$ cat src/rtl/tremolo_effect.sv
// Tremolo pedal: scales each 16-bit signed frame by a triangle-LFO gain in 128..255,
// served through a START/DONE four-phase handshake (IDLE -> MULT -> HOLD).
module tremolo_effect #(
    parameter int unsigned STEP_SLOW = 1,
    parameter int unsigned STEP_FAST = 4
) (
    input  logic        Clk,
    input  logic        Reset,
    input  logic        START,
    input  logic [15:0] in,
    input  logic        speed,
    output logic        DONE,
    output logic [15:0] out
);

    typedef enum logic [1:0] {
        IDLE = 2'd0,
        MULT = 2'd1,
        HOLD = 2'd2
    } state_t;

    localparam logic [8:0] STEP_SLOW_W = 9'(STEP_SLOW);
    localparam logic [8:0] STEP_FAST_W = 9'(STEP_FAST);

    state_t             state_q;
    logic signed [15:0] sample_q;
    logic [7:0]         gain_q;
    logic [7:0]         lfo_q;
    logic [7:0]         lfo_d;
    logic               dir_down_q;
    logic               dir_down_d;
    logic               done_q;
    logic [15:0]        out_q;

    logic [8:0]         step_s;
    logic [8:0]         sum_s;
    logic signed [24:0] prod_s;
    logic               unused_prod_s;

    // Gain is zero-extended so the multiply stays signed with a positive multiplier.
    assign prod_s        = sample_q * $signed({1'b0, gain_q});
    assign unused_prod_s = ^{prod_s[24], prod_s[7:0]};

    // Next triangle-LFO position, evaluated in 9 bits so the turn points clamp instead of wrapping.
    always_comb begin
        step_s     = speed ? STEP_FAST_W : STEP_SLOW_W;
        sum_s      = {1'b0, lfo_q} + step_s;
        lfo_d      = lfo_q;
        dir_down_d = dir_down_q;
        if (!dir_down_q) begin
            if (sum_s >= 9'd255) begin
                lfo_d      = 8'd255;
                dir_down_d = 1'b1;
            end else begin
                lfo_d      = sum_s[7:0];
                dir_down_d = 1'b0;
            end
        end else begin
            if ({1'b0, lfo_q} <= step_s) begin
                lfo_d      = 8'd0;
                dir_down_d = 1'b0;
            end else begin
                lfo_d      = lfo_q - step_s[7:0];
                dir_down_d = 1'b1;
            end
        end
    end

    // Handshake FSM with registered DONE/out; the LFO only moves when a frame is released.
    always_ff @(posedge Clk or posedge Reset) begin
        if (Reset) begin
            state_q    <= IDLE;
            sample_q   <= 16'sd0;
            gain_q     <= 8'd0;
            lfo_q      <= 8'd0;
            dir_down_q <= 1'b0;
            done_q     <= 1'b0;
            out_q      <= 16'h0000;
        end else begin
            case (state_q)
                IDLE: begin
                    if (START) begin
                        sample_q <= in;
                        gain_q   <= {1'b1, lfo_q[7:1]};
                        state_q  <= MULT;
                    end else begin
                        state_q  <= IDLE;
                    end
                end
                MULT: begin
                    out_q   <= prod_s[23:8];
                    done_q  <= 1'b1;
                    state_q <= HOLD;
                end
                HOLD: begin
                    if (!START) begin
                        done_q     <= 1'b0;
                        lfo_q      <= lfo_d;
                        dir_down_q <= dir_down_d;
                        state_q    <= IDLE;
                    end else begin
                        state_q    <= HOLD;
                    end
                end
                default: begin
                    done_q  <= 1'b0;
                    state_q <= IDLE;
                end
            endcase
        end
    end

    assign DONE = done_q;
    assign out  = out_q;

endmodule

$ cat config.mk
export PLATFORM = sky130hd
export DESIGN_NAME = tremolo_effect
export DESIGN_NICKNAME = d
export VERILOG_FILES = /design/src/rtl/tremolo_effect.sv
export SDC_FILE = /design/constraint.sdc
export NUM_CORES = 1
export LEC_CHECK = 0
export BUFFER_PORTS_ARGS = -buffer_cell sky130_fd_sc_hd__buf_2
export CAP_MARGIN = 20
export CORE_AREA = 5 5 112 114
export CTS_CLUSTER_DIAMETER = 200
export DETAILED_ROUTE_END_ITERATION = 16
export DIE_AREA = 0 0 117 119
export GPL_ROUTABILITY_DRIVEN = 0
export HOLD_SLACK_MARGIN = 0.03
export PLACE_DENSITY = 0.76
export SKIP_CTS_REPAIR_TIMING = 1
export SLEW_MARGIN = 20
export SYNTH_ARGS = -nofsm -noshare
export SYNTH_HDL_FRONTEND = slang
export SYNTH_SLANG_ARGS = --single-unit
$ cat constraint.sdc
create_clock -name Clk -period 5.52 [get_ports Clk]
set_input_delay 1.38 -clock Clk [delete_from_list [all_inputs] [get_ports Clk]]
set_output_delay 1.38 -clock Clk [all_outputs]
set_load 0.03 [all_outputs]
==> results.yml <==
floorplan:
  dieArea_mm2: 0.01392
  die_x_um: 117
  rows: 39
  start_util_pct: 59.86
  io_pins: 37
  core_mm2: 0.01132
  die_h_um: 119
logic_synthesis:
  synthCells: 717
  ys_async_sr_fraction_pct: 100.0
  synth_area_leader_cell: "fa_1"
  ys_seq_elements: 52
  syn_avg_cell_area_um2: 9.451
  synth.distinct_cells: 69
  syn_area_mm2: 0.006776
  synth_ff_type: "dfrtp_1"
  synth_edf_count: 0
  ys_seq_area_share_pct: 19.20
  syn_nets: 885
  synth_area_leaders: "fa_1 (29%), dfrtp_1 (19%), ha_1 (9.0%)"
  synth_warnings: 0
  yosysTopAreaCellShare_pct: 29.25
final_layout:
  fillCellCount: 957
  final_cell_mix: "inv_1 (134), fa_1 (99), nand2_1 (87), and2_1 (65), dfrtp_1 (52)"
  layout_commonest_cell: "inv_1"
  design_area_mm2: 0.007184
  drive_above_1_share_pct: 12.91
  area_delta_synth_final_pct: 6.019
  diodes: 0
  nets: 903
clocking:
  clk_pin_slew_worst_paths_ns: 0.08
  clock_path_buffers: 2
  cts.sinks: 52
  h-tree-depth: 2
  clock_latency_ns: 0.31
  numCtsBuffers: 5
  cts_tree: "done"
  root_buffer: "clkbuf_16"
detailed_routing:
  ant_nets: 0
  via_per_inst: 5.486
  dr_total_vias: 4822
  wl_per_cell_um: 15.08
  finalWirelength_mm: 13.26
  dr.pass1.iters: 4
  drc_errors: 0
  dr.first_iter.drc_count: 191
critical_path:
  slowest_stage: "dfrtp_1"
  reg2reg_slack_ns: 0.57
  worst_ep_arrival_time_ns: 5.15
  worst-path-buf-inv: 3
  crit_type: "reg2reg"
  path_max_fanout: 16
  crit_top_cell: "fa_1"
  crit_family: "adder cells"
  cp-end-kind: "register"
  cp_cell_sequence: "nand2_1, fa_1, inv_1, fa_1, fa_1, inv_1, fa_1, inv_1, ha_1, and4_1, o21a_1, nand2_2, a211oi_2, a41o_2, a31oi_1, or3_1"
  critPathLaunchType: "register"
  cp.required_ns: 5.71
  slowest_delay_ns: 0.67
sta:
  max_freq_ghz: 0.2018
  tns_ns: 0
  rsz0062_at_grt: "false"
  report.final.slew_viol_count: 0
  finClkSkew_ns: 0.01216
  max_slew_margin_pct: 52.08
  tightest_slew_ns: 0.7148
  finalSetupViolCount: 0
  hold_violations: 0
  fin_crit_sh_pct: 89.76
  fin_crit_ns: 4.955
status:
  status: "completed"
global_route:
  overflow: 0
  antenna_found_initial: 0
  grt_max_degree: 53
  grt_usage_pct: 21.56
  grt_pass1_vias: 5296
  grt_pass1_wl_mm: 24.22
place:
  hpwlAfterDp_mm: 10.53
  io_buffer_count: 36
  dpl_cell_area_mm2: 0.007029
hold_path:
  min_path_type: "reg2reg"
job:
  drv_cap: 0
area by class of cell:
type | count | area, um2 | area share (%)
Sequential cell | 52 | 1301 | 18.11
Tap cell | 143 | 178.9 | 2.490
Clock buffer | 5 | 125.1 | 1.742
Timing Repair Buffer | 37 | 187.7 | 2.612
Multi-Input combinational cell | 503 | 4853 | 67.55
Clock inverter | 3 | 25.02 | 0.3483
Inverter | 136 | 513.0 | 7.140
worst min-delay path: cells and delay by family (launching register included):
family,cells,cell delay [ns]
AOI/OAI and AO/OA,1,0.06
DFF,1,0.34
and+or+nand+nor,1,0.05
registers in the layout, summed over array words and instances (netlist names):
signal	cells
state_q	2
gain_q	8
DONE	1
dir_down_q	1
lfo_q	8
out	16
sample_q	16
logic make-up after synthesis:
logic type | synth area share, %
compound gates | 9.583
xor+xnor | 2.456
fa+ha+maj | 38.29
buf+inv | 9.361
flops | 19.20
mux | 3.970
simple gates | 17.13
through the flow:
step,cells,hold slack [ns],setup slack [ns],utilization [%]
after floorplan,717,0.4544,0.8885,-
after global placement,871,0.4594,0.6991,62.05
after detailed placement,871,0.4659,0.5550,62.09
after CTS,879,0.4854,0.5435,63.42
after global routing,879,0.5083,0.2350,63.46
final,879,0.4813,0.5651,63.46
cell usage after synthesis, drive strengths merged (3+ instances only):
cell type  instances
clkbuf            18
ha                49
dfrtp             52
nand3b             3
o21ai             34
a21o               6
nor2              11
a211oi             3
a31oi              7
a21oi             23
fa                99
xnor2             17
mux2              23
and3               6
nand2b             4
o31ai              3
o21a               4
nand3              7
buf                8
and2              68
nor3               8
nand2             90
or3                3
inv              136
metal layers:
metal  vias up  track usage [%]  share of wire (%)
li1       2308                -                  -
met1      2410            27.05                 41
met2        90            38.16                 54
met3        14            3.702                3.9
met4         0            5.735                1.5
met5         -                0                  0
final timing paths:
kind / startpoint / to / depth (start not counted)
worst min register to register: out[6] / out[6] / 2
worst max register to register: gain_q[0] / out[13] / 16
max in group asynchronous: Reset / lfo_q[6] / 3
worst max-delay path: gain_q[0] / out[13] / 16
min in group asynchronous: Reset / sample_q[3] / 3
worst min-delay path: out[6] / out[6] / 2
Power is not shown: default switching activity piles up to over one toggle a cycle in this logic, so the estimate is an artifact.
